### src/rtl/aes_tx_pkg.sv
// aes_tx_pkg: shared definitions for the AES block-to-UART byte serializer.
//   state_e      : FSM state encoding (IDLE / HDR / SEND)
//   HDR_BYTE_DEF : default header byte placed ahead of each block
//   clog2()      : ceil(log2(v)), used to size the byte counter
package aes_tx_pkg;

  typedef enum logic [1:0] {
    ST_IDLE = 2'd0,
    ST_HDR  = 2'd1,
    ST_SEND = 2'd2
  } state_e;

  localparam logic [7:0] HDR_BYTE_DEF = 8'hA5;

  function automatic int clog2(input int v);
    int r;
    r = 0;
    for (int i = 0; i < 31; i++) begin
      if ((1 << i) < v) r = i + 1;
    end
    return r;
  endfunction

endpackage

### src/rtl/aes_tx_serializer.sv
// aes_tx_serializer: accepts one NUM_BYTES-wide block and feeds it, one byte
// at a time, to a UART transmitter's byte interface, optionally prefixed by a
// header byte.
// Ports:
//   clk, rst              : rising-edge clock, synchronous active-high reset
//   in_data/in_valid      : block offered by the producer
//   in_ready              : high in IDLE; block taken on in_valid & in_ready
//   byte_data/byte_valid  : registered byte offered to the UART
//   byte_require          : UART idle; byte moves on byte_valid & byte_require
//   busy                  : block in progress
//   blk_done              : one-cycle pulse after the last byte of a block
//   blk_cnt               : completed block count (wraps)
module aes_tx_serializer
  import aes_tx_pkg::*;
#(
  parameter int         NUM_BYTES = 16,
  parameter bit         MSB_FIRST = 1'b1,
  parameter bit         HDR_EN    = 1'b0,
  parameter logic [7:0] HDR_BYTE  = HDR_BYTE_DEF
) (
  input  logic                   clk,
  input  logic                   rst,
  input  logic [8*NUM_BYTES-1:0] in_data,
  input  logic                   in_valid,
  output logic                   in_ready,
  output logic [7:0]             byte_data,
  output logic                   byte_valid,
  input  logic                   byte_require,
  output logic                   busy,
  output logic                   blk_done,
  output logic [15:0]            blk_cnt
);

  localparam int DW = 8 * NUM_BYTES;
  localparam int CW = clog2(NUM_BYTES + 1);
  localparam logic [CW-1:0] NB_C = CW'(NUM_BYTES);

  state_e          state_q, state_d;
  logic [DW-1:0]   hold_q, hold_d;
  logic [CW-1:0]   cnt_q, cnt_d;
  logic [7:0]      bdata_q, bdata_d;
  logic            bvalid_q, bvalid_d;
  logic            done_q, done_d;
  logic [15:0]     blk_cnt_q, blk_cnt_d;
  logic            xfer;

  // Byte at the head of the holding register, in transmit order.
  function automatic logic [7:0] head(input logic [DW-1:0] x);
    return MSB_FIRST ? x[DW-1 -: 8] : x[7:0];
  endfunction

  // Drop the head byte; the holding register only keeps bytes not yet shown.
  function automatic logic [DW-1:0] pop(input logic [DW-1:0] x);
    return MSB_FIRST ? (x << 8) : (x >> 8);
  endfunction

  assign xfer = bvalid_q & byte_require;

  always_comb begin
    state_d   = state_q;
    hold_d    = hold_q;
    cnt_d     = cnt_q;
    bdata_d   = bdata_q;
    bvalid_d  = bvalid_q;
    done_d    = 1'b0;
    blk_cnt_d = blk_cnt_q;
    case (state_q)
      ST_IDLE: begin
        if (in_valid) begin
          cnt_d    = NB_C;
          bvalid_d = 1'b1;
          if (HDR_EN) begin
            state_d = ST_HDR;
            hold_d  = in_data;
            bdata_d = HDR_BYTE;
          end else begin
            state_d = ST_SEND;
            hold_d  = pop(in_data);
            bdata_d = head(in_data);
          end
        end
      end
      ST_HDR: begin
        // Header byte does not count against the data byte counter.
        if (xfer) begin
          state_d = ST_SEND;
          bdata_d = head(hold_q);
          hold_d  = pop(hold_q);
        end
      end
      ST_SEND: begin
        if (xfer) begin
          cnt_d = cnt_q - CW'(1);
          if (cnt_q == CW'(1)) begin
            state_d   = ST_IDLE;
            bvalid_d  = 1'b0;
            done_d    = 1'b1;
            blk_cnt_d = blk_cnt_q + 16'd1;
          end else begin
            bdata_d = head(hold_q);
            hold_d  = pop(hold_q);
          end
        end
      end
      default: state_d = ST_IDLE;
    endcase
  end

  always_ff @(posedge clk) begin
    if (rst) begin
      state_q   <= ST_IDLE;
      hold_q    <= '0;
      cnt_q     <= '0;
      bdata_q   <= 8'h00;
      bvalid_q  <= 1'b0;
      done_q    <= 1'b0;
      blk_cnt_q <= 16'h0000;
    end else begin
      state_q   <= state_d;
      hold_q    <= hold_d;
      cnt_q     <= cnt_d;
      bdata_q   <= bdata_d;
      bvalid_q  <= bvalid_d;
      done_q    <= done_d;
      blk_cnt_q <= blk_cnt_d;
    end
  end

  assign in_ready   = (state_q == ST_IDLE);
  assign busy       = (state_q != ST_IDLE);
  assign byte_data  = bdata_q;
  assign byte_valid = bvalid_q;
  assign blk_done   = done_q;
  assign blk_cnt    = blk_cnt_q;

endmodule

### config.mk
export PLATFORM = sky130hd
export DESIGN_NAME = aes_tx_serializer
export DESIGN_NICKNAME = d
export VERILOG_FILES = /design/src/rtl/aes_tx_pkg.sv /design/src/rtl/aes_tx_serializer.sv
export SDC_FILE = /design/constraint.sdc
export NUM_CORES = 1
export LEC_CHECK = 0
export BUFFER_PORTS_ARGS = -buffer_cell sky130_fd_sc_hd__buf_2
export CELL_PAD_IN_SITES_DETAIL_PLACEMENT = 1
export CELL_PAD_IN_SITES_GLOBAL_PLACEMENT = 1
export CORE_UTILIZATION = 45
export CTS_BUF_LIST = sky130_fd_sc_hd__clkbuf_4
export CTS_CLUSTER_SIZE = 40
export DETAILED_ROUTE_END_ITERATION = 12
export PLACE_DENSITY = 0.95
export SLEW_MARGIN = 25
export SYNTH_ARGS = -nofsm -noshare
export SYNTH_HDL_FRONTEND = slang
export SYNTH_SLANG_ARGS = --single-unit
### constraint.sdc
create_clock -name clk -period 6.3 [get_ports clk]
set_input_delay 1.26 -clock clk [delete_from_list [all_inputs] [get_ports clk]]
set_output_delay 1.26 -clock clk [all_outputs]
set_load 0.005 [all_outputs]
## Word-level counts from Yosys, hierarchy flattened

Index checks and enable logic that the tools add are counted.

- Bits in registers: 161
- Word-level logic and storage cells: 53

- Add/subtract/negate cells: 2
- Equal/unequal tests: 8
- Multiplexer cells: 23
- Bitwise gates (word level): 3
- Reductions and logical operators: 10

Operators by type and width:

| kind | number |
|---|---|
| 128-bit 2-to-1 mux | 4 |
| 128-bit case mux with 3 select lines | 1 |
| 8-bit 2-to-1 mux | 4 |
| 8-bit case mux with 3 select lines | 1 |
| 16-bit by 1-bit adder with 16-bit output (second input constant) | 1 |
| 5-bit 2-to-1 mux | 2 |
| 2-bit != test (second input constant) | 5 |
| 5-bit case mux with 2 select lines | 1 |
| 2-bit 2-to-1 mux | 4 |
| 4-bit AND reduction | 2 |
| 2-bit case mux with 3 select lines | 1 |
| 3-bit AND reduction | 2 |
| 5-bit by 1-bit equality test with 1-bit output (second input constant) | 1 |
| 5-bit AND reduction | 1 |
| 5-bit by 1-bit subtractor with 5-bit output (second input constant) | 1 |
| 1-bit 2-to-1 mux | 4 |
| 2-bit nonzero test | 2 |
| 3-bit nonzero test | 1 |
| 3-bit OR reduction | 1 |
| 2-bit by 1-bit equality test with 1-bit output (second input constant) | 1 |
| 2-bit equality test (second input constant) | 1 |
| 2-bit zero test | 1 |
| 1-bit NOT | 2 |
| 1-bit case mux with 2 select lines | 1 |
| 1-bit bitwise AND | 1 |

## Longest topological paths before layout

- Word-level depth: 4
- Mapped depth: 8
- Mapped depth without buffers: 6

## Worst setup path before layout

Ideal clock, no wire load.

- Kind: input port to flip-flop
- Start: input port byte_require
- End: register blk_cnt_q[14], in the netlist blk_cnt[14]
- Setup time: 0.070 ns
- Arrival: 2.600 ns
- Data required time: 6.230 ns
- Path slack: 3.630 ns
- Stages: 5
- Path buffers: 1
- Cell sequence: nand4_1 or4b_1 clkbuf_2 or4_1 a21oi_1

- Cells in the longest elaborated chain, start to end: 2

RTL lines:

| what | RTL line | RTL |
|---|---|---|
| from (decl) | aes_tx_serializer.sv:28 | `input logic byte_require,` |
| 1-bit bitwise AND | aes_tx_serializer.sv:57 | `assign xfer = bvalid_q & byte_require;` |
| 3-bit AND reduction (no source line) | n/a |  |
| to (signal assigned) | aes_tx_serializer.sv:125 | `blk_cnt_q <= blk_cnt_d;` |
| to (decl) | aes_tx_serializer.sv:44 | `logic [15:0] blk_cnt_q, blk_cnt_d;` |

No other way between the ends.
A chain may end at the register's enable or synchronous reset.

## Worst setup path after layout

- Start: input port byte_require
- End: register hold_q[57]

- Cells in the longest elaborated chain, start to end: 3

RTL lines:

| what | RTL line | RTL |
|---|---|---|
| 1-bit bitwise AND * | aes_tx_serializer.sv:57 |  |
| 2-bit != test (no source line) | n/a |  |
| 5-bit AND reduction (no source line) * | n/a |  |
| to (signal assigned) | aes_tx_serializer.sv:120 | `hold_q <= hold_d;` |
| to (decl) | aes_tx_serializer.sv:39 | `logic [DW-1:0] hold_q, hold_d;` |

Mark *: on every way between the ends. The rest lies on a longest branch, timed or not.

==> key figures <==
Layout
  – Layout cells sized above 1: 0.2461
  – Nets: 951
  – Area Growth Syn to Fin: 19.21%

Global route
  – Pin count of the biggest net entering global routing: 94
  – Initial antenna violation count: 1
  – Vias in the first global route: between 5000 and 6000
  – Tot GR Track Use: 0.2343
  – Remaining global-route overflow: 0
  – Global-route wire length before repair: 27.25 mm

Timing
  – Hold WS: 0.5073 ns
  – Highest clock rate: 0.3146 GHz
  – Hold Vio Cnt, Final: 0
  – Tcrit/Tclk final: 0.5045
  – Fin Clk Skew: between 0.02 and 0.025 ns
  – Final min period: roughly 3.2 ns
  – Pins over their slew limit: 0
  – RSZ-0062 raised after global routing: false
  – Slack of the critical path: 3.122 ns
  – Actual slew at the worst max-slew pin: around 0.90 ns
  – Setup_tns: 0 ns
  – Slew HR: 0.3970
  – Final setup violation count: 0

Detailed routing
  – Vias: ~5600
  – ANT nets after route: 0
  – DR pass1 iterations: 4
  – DRC viols: 0
  – Wire per inst: approximately 17 um
  – Routed WL: about 17 mm
  – DR vias/cell: 5.509
  – Initial drt markers: 293

Setup path
  – Worst path slowest cell: buf_4
  – Startpoint types: input port
  – Worst path top cell family by delay: buffers and inverters
  – Worst Path Buf+Inv: 3
  – Critical Path RT: just under 7 ns
  – Critical path depth: 7
  – Cell Chain, Critical Path: buf_2, nand2_1, o21ai_4, buf_4, buf_4, nor2_1, a211oi_1
  – CP Max Fanout: 93
  – Slowest stage delay, CP: 0.78 ns
  – Crit path DAT: roughly 3.6 ns
  – Most common cell on crit path: buf_4
  – Register-to-Register Path Depth: 6
  – Critical Path Sink Type: flop
  – Worst Path Class, Setup: in -> reg

Yosys
  – Mapped Cells: 691
  – Asr flop ratio synth: 0
  – Synth unique cells: 37
  – Post-Synthesis Cell Area: about 6500 um^2
  – Ys Warns: 0
  – Seq cells post-synth: around 150
  – Syn nets: between 800 and 900
  – Sequential area share after synthesis: 0.4645
  – Number of synthesized flops with an enable pin: 0
  – Mapped Avg Cell Area: between 9 and 10 um^2
  – Ys flop type: dfxtp_1

Power and ir drop
  – Static Leak: ~3.2 nW
  – Worst IR Drop VDD: about 0.00017 V
  – Power density cells: 276.0 nW/um^2

Placement
  – GP Congestion: between 0.8 and 0.9
  – Post-DP HPWL: approximately 12 mm
  – PortBufs: about 160
  – Pre-CTS setup slack: 2.725 ns

Floorplanning
  – Initial Util: 0.4652
  – Die width: 122.3 um
  – IO Pins: 160
  – Die area: 14950 um^2
  – Core area: between 10000 and 15000 um^2
  – # rows: 43
  – Vert. Die Dim: about 120 um

CTS
  – CTS tree: built
  – CTS Root Buffer Type: clkbuf_4
  – Reg clk slew, reported paths: between 0.1 and 0.15 ns
  – Longest Clk Path Bufs: 2
  – # hold bufs at CTS: 0
  – Resize count post-CTS: 0
  – Sink Count: between 150 and 200
  – CTS buffer count: 17
  – H-tree levels: 4
  – Skew-Pair Late Insertion Delay: 0.56 ns
  – Post-CTS setup buffer count: 0

Run status
  – Status: complete, no violations

Job
  – Max cap viols: 0

Min path
  – Hold WC Path Type: reg -> reg
  – Hold Path Cell Cnt: 2
[report_power, final]
part	leakage, nW	internal (W)	total, W	switching (W)
clock	0.177	0.000356	0.000710	0.000354
sequential	1.25	0.00104	0.00109	0.0000535
combinational	1.81	0.000153	0.000338	0.000185
total	3.24	0.00155	0.00214	0.000592
[per-layer routing]
metal  part of all wire  vias to the layer above  GRT usage
met5                  0                        -          0
met4              0.017                        0    0.08308
met3              0.051                       23    0.07017
met2               0.50                      115     0.4140
met1               0.43                     2671     0.2656
li1                   -                     2755          -
[per-stage QoR]
step / util / power, W / cells / cell area (um^2)
finish: 0.5546 / 0.002141 / 1010 / 7757
global route: 0.5546 / 0.002244 / 1010 / 7757
CTS: 0.5504 / 0.002158 / 1007 / 7700
detailed placement: 0.5261 / 0.001450 / 975 / 7360
global placement: 0.5261 / 0.001429 / 975 / 7360
floorplan: - / 0.001337 / 691 / 6507
[worst reg2reg max path: stages (launching register included)]
cell      delay, ns
dfxtp_4        0.64
nand2_1        0.30
o21ai_4        0.22
buf_4          0.46
buf_4          0.81
nor2_1         0.18
a211oi_1       0.35
[cell type report]
| cell class | instances | area, um^2 |
|---|---|---|
| Sequential cell | 151 | 3027 |
| Fill cell | 1659 | 6231 |
| Multi-Input combinational cell | 471 | 3231 |
| Antenna cell | 1 | 2.502 |
| Timing Repair Buffer | 168 | 905.9 |
| Clock buffer | 18 | 135.1 |
| Clock inverter | 14 | 205.2 |
| Tap cell | 180 | 225.2 |
| Inverter | 7 | 26.28 |
[cell usage in the layout (no fill, tap or decap), types with 7 or more instances in the layout]
cell and count:
nand2_1 7, nand3_1 8, buf_4 8, buf_2 158, inv_1 7, a22oi_1 8
nor2_1 147, clkbuf_4 18, mux2i_1 120, a21oi_1 10, a211oi_1 122, dfxtp_1 150
[logic make-up (layout without fill, tap and decap cells)]
logic type | count (synthesis) | in the layout | share of synthesized area
simple gates | 188 | 188 | 0.1215
compound gates | 149 | 149 | 0.1673
other cells | 0 | 1 | 0
flops | 151 | 151 | 0.4645
xor+xnor | 9 | 9 | 0.01211
mux | 122 | 122 | 0.1880
fa+ha+maj | 3 | 3 | 0.005769
buf+inv | 69 | 207 | 0.04076
[synthesized netlist by cell type, types with 3 or more instances]
library cell	number	area, um^2
nand4_1	5	31.28
a21oi_1	10	50.05
dfxtp_1	151	3023
nand2_1	7	26.28
nor2_1	147	551.8
nor4_1	4	25.02
a211oi_1	122	915.9
nand3_1	8	40.04
xnor2_1	4	35.03
clkbuf_1	56	210.2
nor3_1	3	15.01
xor2_1	5	43.79
buf_1	3	11.26
nand2b_1	3	18.77
inv_1	7	26.28
ha_1	3	37.54
mux2i_1	120	1201
a22oi_1	8	60.06
[sequential cells by signal, indices dropped and copies added (netlist names)]
| signal | count |
|---|---|
| blk_cnt | 16 |
| blk_done | 1 |
| byte_data | 8 |
| byte_valid | 1 |
| cnt_q | 5 |
| hold_q | 120 |
[path summary, 6_finish.rpt]
path	start	endpoint	slack, ns
worst max-delay path	byte_require	hold_q[57]	3.12
worst max register to register	byte_valid	hold_q[57]	3.23
worst min-delay path	hold_q[118]	hold_q[118]	0.51
worst min register to register	hold_q[118]	hold_q[118]	0.51
(Power assumes the default switching activity.)
